### src/rtl/xps2_rx_fifo.sv
// PS/2 keyboard receiver: synchronised + filtered clock, framed byte checker, byte FIFO and
// status/control word. Define PS2_TIMEOUT_EN to abort frames that stall for TIMEOUT_CYC cycles.
module xps2_rx_fifo #(
  parameter int DATA_W      = 32,
  parameter int FIFO_DEPTH  = 8,
  parameter int FILT_LEN    = 4,
  parameter int TIMEOUT_CYC = 100000
) (
  input  logic              clk,
  input  logic              rst,
  input  logic              PS2_CLK,
  input  logic              PS2_DATA,
  input  logic              sel,
  input  logic              we,
  input  logic              addr,
  input  logic [DATA_W-1:0] data_in,
  output logic [DATA_W-1:0] data_out,
  output logic              irq
);
  localparam int AW        = $clog2(FIFO_DEPTH);
  localparam int CW        = AW + 1;
  localparam int FW        = $clog2(FILT_LEN + 1);
  localparam int FLUSH_BIT = (DATA_W > 31) ? 31 : DATA_W - 1;

  typedef enum logic [1:0] {S_IDLE, S_DATA, S_PARITY, S_STOP} state_t;

  logic [1:0]    clk_sync_q, clk_sync_d;
  logic [1:0]    dat_sync_q, dat_sync_d;
  logic          filt_q, filt_d;
  logic [FW-1:0] filt_cnt_q, filt_cnt_d;
  logic          fall_q, fall_d;

  state_t        state_q, state_d;
  logic [2:0]    bit_cnt_q, bit_cnt_d;
  logic [7:0]    shift_q, shift_d;
  logic          par_q, par_d;

  logic [AW-1:0] wr_ptr_q, wr_ptr_d;
  logic [AW-1:0] rd_ptr_q, rd_ptr_d;
  logic [CW-1:0] count_q, count_d;
  logic          ovf_q, ovf_d;
  logic          par_err_q, par_err_d;
  logic          frm_err_q, frm_err_d;

  logic [7:0]    fifo_mem [FIFO_DEPTH];

  logic          dat_bit;
  logic          rd_data, wr_ctrl, flush;
  logic [2:0]    clr;
  logic          push, push_ok, pop_ok, ovf_ev, par_ev, frame_ev;
  logic          full, not_empty;
  logic          unused_wr;

  assign dat_bit   = dat_sync_q[1];
  assign rd_data   = sel & ~we & ~addr;
  assign wr_ctrl   = sel & we & addr;
  assign flush     = wr_ctrl & data_in[FLUSH_BIT];
  assign clr       = wr_ctrl ? data_in[4:2] : 3'b000;
  assign unused_wr = ^data_in;

  assign full      = (count_q == CW'(FIFO_DEPTH));
  assign not_empty = (count_q != '0);
  assign irq       = not_empty;

  // Two-flop synchronisers, then a level filter that only accepts a new clock level
  // after FILT_LEN consecutive samples disagree with the current one.
  always_comb begin
    clk_sync_d = {clk_sync_q[0], PS2_CLK};
    dat_sync_d = {dat_sync_q[0], PS2_DATA};
    filt_d     = filt_q;
    filt_cnt_d = '0;
    fall_d     = 1'b0;
    if (clk_sync_q[1] != filt_q) begin
      if (filt_cnt_q == FW'(FILT_LEN - 1)) begin
        filt_d = clk_sync_q[1];
        fall_d = filt_q;
      end else begin
        filt_cnt_d = filt_cnt_q + FW'(1);
      end
    end
  end

`ifdef PS2_TIMEOUT_EN
  localparam int TW = $clog2(TIMEOUT_CYC + 1);
  logic [TW-1:0] to_cnt_q, to_cnt_d;
`endif

  // Frame state machine; all transitions happen on a filtered falling edge
  always_comb begin
    state_d   = state_q;
    bit_cnt_d = bit_cnt_q;
    shift_d   = shift_q;
    par_d     = par_q;
    push      = 1'b0;
    frame_ev  = 1'b0;
    par_ev    = 1'b0;
    if (fall_q) begin
      unique case (state_q)
        S_IDLE: begin
          if (!dat_bit) begin
            state_d   = S_DATA;
            bit_cnt_d = '0;
          end
        end
        S_DATA: begin
          shift_d   = {dat_bit, shift_q[7:1]};
          bit_cnt_d = bit_cnt_q + 3'd1;
          if (bit_cnt_q == 3'd7) state_d = S_PARITY;
        end
        S_PARITY: begin
          par_d   = dat_bit;
          state_d = S_STOP;
        end
        S_STOP: begin
          state_d  = S_IDLE;
          frame_ev = ~dat_bit;
          par_ev   = ~(^{shift_q, par_q});
          push     = dat_bit & (^{shift_q, par_q});
        end
        default: state_d = S_IDLE;
      endcase
    end
`ifdef PS2_TIMEOUT_EN
    to_cnt_d = to_cnt_q;
    if (fall_q || state_q == S_IDLE) begin
      to_cnt_d = '0;
    end else if (to_cnt_q == TW'(TIMEOUT_CYC - 1)) begin
      to_cnt_d = '0;
      state_d  = S_IDLE;
      frame_ev = 1'b1;
    end else begin
      to_cnt_d = to_cnt_q + TW'(1);
    end
    if (flush) to_cnt_d = '0;
`endif
    if (flush) begin
      state_d   = S_IDLE;
      bit_cnt_d = '0;
      push      = 1'b0;
    end
  end

  // A pop in the same cycle frees the slot, so a push into a full FIFO still lands
  assign pop_ok  = rd_data & not_empty;
  assign push_ok = push & (~full | pop_ok);
  assign ovf_ev  = push & full & ~pop_ok;

  always_comb begin
    wr_ptr_d = wr_ptr_q;
    rd_ptr_d = rd_ptr_q;
    count_d  = count_q;
    if (flush) begin
      wr_ptr_d = '0;
      rd_ptr_d = '0;
      count_d  = '0;
    end else begin
      if (push_ok) wr_ptr_d = wr_ptr_q + AW'(1);
      if (pop_ok)  rd_ptr_d = rd_ptr_q + AW'(1);
      unique case ({push_ok, pop_ok})
        2'b10:   count_d = count_q + CW'(1);
        2'b01:   count_d = count_q - CW'(1);
        default: count_d = count_q;
      endcase
    end
    // A new event wins over a simultaneous write-1-to-clear
    ovf_d     = (ovf_q     & ~clr[0]) | ovf_ev;
    par_err_d = (par_err_q & ~clr[1]) | par_ev;
    frm_err_d = (frm_err_q & ~clr[2]) | frame_ev;
  end

  always_comb begin
    data_out = '0;
    if (addr) begin
      data_out[0]    = not_empty;
      data_out[1]    = full;
      data_out[2]    = ovf_q;
      data_out[3]    = par_err_q;
      data_out[4]    = frm_err_q;
      data_out[15:8] = 8'(count_q);
    end else if (not_empty) begin
      data_out[DATA_W-1] = 1'b1;
      data_out[7:0]      = fifo_mem[rd_ptr_q];
    end
  end

  always_ff @(posedge clk) begin
    if (push_ok) fifo_mem[wr_ptr_q] <= shift_q;
  end

  always_ff @(posedge clk or negedge rst) begin
    if (!rst) begin
      clk_sync_q <= 2'b11;
      dat_sync_q <= 2'b11;
      filt_q     <= 1'b1;
      filt_cnt_q <= '0;
      fall_q     <= 1'b0;
      state_q    <= S_IDLE;
      bit_cnt_q  <= '0;
      shift_q    <= '0;
      par_q      <= 1'b0;
      wr_ptr_q   <= '0;
      rd_ptr_q   <= '0;
      count_q    <= '0;
      ovf_q      <= 1'b0;
      par_err_q  <= 1'b0;
      frm_err_q  <= 1'b0;
    end else begin
      clk_sync_q <= clk_sync_d;
      dat_sync_q <= dat_sync_d;
      filt_q     <= filt_d;
      filt_cnt_q <= filt_cnt_d;
      fall_q     <= fall_d;
      state_q    <= state_d;
      bit_cnt_q  <= bit_cnt_d;
      shift_q    <= shift_d;
      par_q      <= par_d;
      wr_ptr_q   <= wr_ptr_d;
      rd_ptr_q   <= rd_ptr_d;
      count_q    <= count_d;
      ovf_q      <= ovf_d;
      par_err_q  <= par_err_d;
      frm_err_q  <= frm_err_d;
    end
  end

`ifdef PS2_TIMEOUT_EN
  always_ff @(posedge clk or negedge rst) begin
    if (!rst) to_cnt_q <= '0;
    else      to_cnt_q <= to_cnt_d;
  end
`endif

endmodule

### config.mk
export PLATFORM = sky130hd
export DESIGN_NAME = xps2_rx_fifo
export DESIGN_NICKNAME = d
export VERILOG_FILES = /design/src/rtl/xps2_rx_fifo.sv
export SDC_FILE = /design/constraint.sdc
export NUM_CORES = 1
export LEC_CHECK = 0
export CAP_MARGIN = 20
export CORE_MARGIN = 2
export CORE_UTILIZATION = 51
export CTS_CLUSTER_SIZE = 14
export DETAILED_ROUTE_END_ITERATION = 8
export PLACE_DENSITY = 0.78
export SETUP_SLACK_MARGIN = 0.2
export SYNTH_ARGS = -nofsm -noshare
export SYNTH_HDL_FRONTEND = slang
export SYNTH_SLANG_ARGS = --single-unit
### constraint.sdc
create_clock -name clk -period 3.2 [get_ports clk]
set_input_delay 0.48 -clock clk [delete_from_list [all_inputs] [get_ports clk]]
set_output_delay 0.48 -clock clk [all_outputs]
set_load 0.02 [all_outputs]
==> flow_metrics.env <==
export IMPL_yosysWarnings=0
export IMPL_drt_vias_per_instance=5.358
export IMPL_drc=0
export IMPL_clockBufferDepth=2
export IMPL_synth_ff_latch_count=100
export IMPL_grt_max_degree=37
export IMPL_area_growth_pct=14.42
export IMPL_die_h_um=97.78
export IMPL_finalCritPeriodShare=0.9114
export IMPL_reg2reg_depth=10
export IMPL_p_leak_nw=2.031
export IMPL_gp_congestion=0.8115
export IMPL_htree_num_levels=3
export IMPL_ys_dominant_reg_cell="edfxtp_1"
export IMPL_io_pins=72
export IMPL_placed_area_um2=4893
export IMPL_criticalPathCategory="in -> out"
export IMPL_rows=34
export IMPL_die_w_um=97.78
export IMPL_grt_first_pass_wirelength_um=13080
export IMPL_yosysSeqAreaShare=0.6307
export IMPL_reg2reg_slack_ns=0.31
export IMPL_cts_sinks=100
export IMPL_setup_violations_final=0
export IMPL_antenna_cells=0
export IMPL_fin_skew_ns=0.01484
export IMPL_cts_made_buffers=9
export IMPL_hold_path_class="in -> async"
export IMPL_grt_pass1_vias=2445
export IMPL_tightest_slew_ns=0.8029
export IMPL_cp_arrival_ns=2.44
export IMPL_cap_violations=0
export IMPL_clkLatencyLatePin_ns=0.36
export IMPL_hpwl_um=5439
export IMPL_nFillCells=648
export IMPL_globalRoute_totalOverflow=0
export IMPL_start_util=0.5194
export IMPL_period_minus_slack_ns=2.917
export IMPL_slew_viol_final=0
export IMPL_drive_gt1_frac=0.2400
export IMPL_hold_violations=0
export IMPL_slew_headroom=0.4647
export IMPL_start_kind="primary input"
export IMPL_syn_area_um2=4486
export IMPL_cts_root_buf="clkbuf_8"
export IMPL_async_reset_ff_frac=0.3600
export IMPL_num_vias=2454
export IMPL_final_common_cell="edfxtp_1"
export IMPL_grt_usage=0.1805
export IMPL_drt_iter0_drc=151
export IMPL_r2r_end="count_q[3]"
export IMPL_peakVddDrop_v=0.0003480
export IMPL_final_cell_mix="edfxtp_1, dfrtp_1, buf_4"
export IMPL_fmax_mhz=342.9
export IMPL_stdcell_area_um2=5132
export IMPL_netlist_instances=297
export IMPL_cp_end_kind="output pin"
export IMPL_routedWlPerCell_um=17.28
export IMPL_fin_setup_tns_ns=0
export IMPL_cts_tree="built"
export IMPL_cp_max_fo=9
export IMPL_nets=397
export IMPL_die_area_um2=9561
export IMPL_status="completed"
export IMPL_rsz0062_at_grt="true"
export IMPL_synth_enable_flop_cells=64
export IMPL_r2r_start="shift_q[4]"
export IMPL_port_buffers=24
export IMPL_totalWireLength_um=7915
export IMPL_antenna_left=0
export IMPL_power_density_nw_per_um2=650.7
export IMPL_synthDistinctLibCells=46
export IMPL_first_pass_iters=4
export IMPL_antenna_found_initial=0
export IMPL_core_um2=8636
export IMPL_path_clk_slew_ns=0.09
export IMPL_syn_area_per_cell_um2=15.10
export IMPL_cp_required_ns=2.72
## cell usage after synthesis, drive strengths merged, types with 5 or more instances
master,instances,area share
a21oi,5,0.0056
buf,23,0.036
clkbuf,5,0.0042
dfrtp,31,0.17
dfstp,5,0.029
edfxtp,64,0.43
ha,12,0.033
inv,7,0.0059
mux2,10,0.025
mux2i,14,0.034
mux4,16,0.080
nand2,20,0.017
nand3,7,0.0078
nor2,19,0.016
nor3,5,0.0056
nor3b,7,0.013
o21ai,9,0.010
xnor2,6,0.012
## report_power, final
| group | total, W | internal, W | switching [W] |
|---|---|---|---|
| sequential | 0.00160 | 0.00146 | 0.000142 |
| clock | 0.000802 | 0.000398 | 0.000404 |
| combinational | 0.000940 | 0.000487 | 0.000453 |
| total | 0.00334 | 0.00234 | 0.000999 |
## worst max-delay path by stage
stage,endpoint,from,depth (start not counted)
after floorplan,count_q[3],shift_q[0],10
after global placement,count_q[3],sel,10
after global routing,count_q[3],shift_q[4],10
after CTS,data_out[1],rd_ptr_q[0],7
final,data_out[2],addr,5
after detailed placement,count_q[3],addr,11
## registers in the layout (all words and copies together), names as in the netlist
| register | count |
|---|---|
| fifo_mem | 64 |
| shift_q | 8 |
| par_q | 1 |
| bit_cnt_q | 3 |
| count_q | 4 |
| frm_err_q | 1 |
| ovf_q | 1 |
| wr_ptr_q | 3 |
| filt_q | 1 |
| state_q | 2 |
| filt_cnt_q | 3 |
| rd_ptr_q | 3 |
| fall_q | 1 |
| par_err_q | 1 |
| clk_sync_q | 2 |
| dat_sync_q | 2 |
## critical path, stage by stage
cell	delay [ns]
clkdlybuf4s50_1	0.46
buf_4	0.19
or2_2	0.40
o21ai_0	0.26
clkdlybuf4s50_1	0.65
## routing by layer
layer | global-route usage | wire length, um | vias up
li1 | - | - | 1153
met1 | 0.2362 | 3289 | 1230
met2 | 0.3066 | 4140 | 62
met3 | 0.03722 | 391 | 9
met4 | 0.05769 | 93 | 0
met5 | 0 | 0 | -
## kinds of logic (layout without fill, tap and decap cells)
logic type,count (synthesis),after routing,share of synthesized area
flops,100,100,0.6307
simple gates,76,76,0.08842
fa+ha+maj,13,13,0.03794
mux,40,40,0.1395
other cells,1,19,0.0008360
buf+inv,35,70,0.04602
compound gates,21,21,0.02845
xor+xnor,11,11,0.02817
## metrics by stage
stage	std cells	util	power, W	hold WS (ns)	setup slack, ns
4_1_cts	458	0.5936	0.003366	0.2195	0.2716
6_report	458	0.5943	0.003339	0.1955	0.2834
5_1_grt	458	0.5943	0.003511	0.2702	0.1778
2_1_floorplan	315	-	0.002217	0.1844	0.4367
3_3_place_gp	439	0.5666	0.002508	0.3466	0.1418
3_5_place_dp	439	0.5666	0.002544	0.3500	0.1010
## final cells by class
class,count,area (um^2),share of cell area
Timing Repair Buffer,47,410.4,0.07996
Inverter,7,26.28,0.005119
Multi-Input combinational cell,180,1518,0.2957
Clock inverter,2,12.51,0.002438
Tap cell,108,135.1,0.02633
Clock buffer,14,195.2,0.03803
Sequential cell,100,2835,0.5524
## repair_timing
item                                    4_1_cts  5_1_grt
hold buffers                                  0        0
cloned                                        0        0
gates resized for setup                       2        4
endpoints found under the setup margin        5        2
pin swaps                                     0        0
setup buffers                                 3        0
No activity file was read; power rests on OpenSTA's default activity.
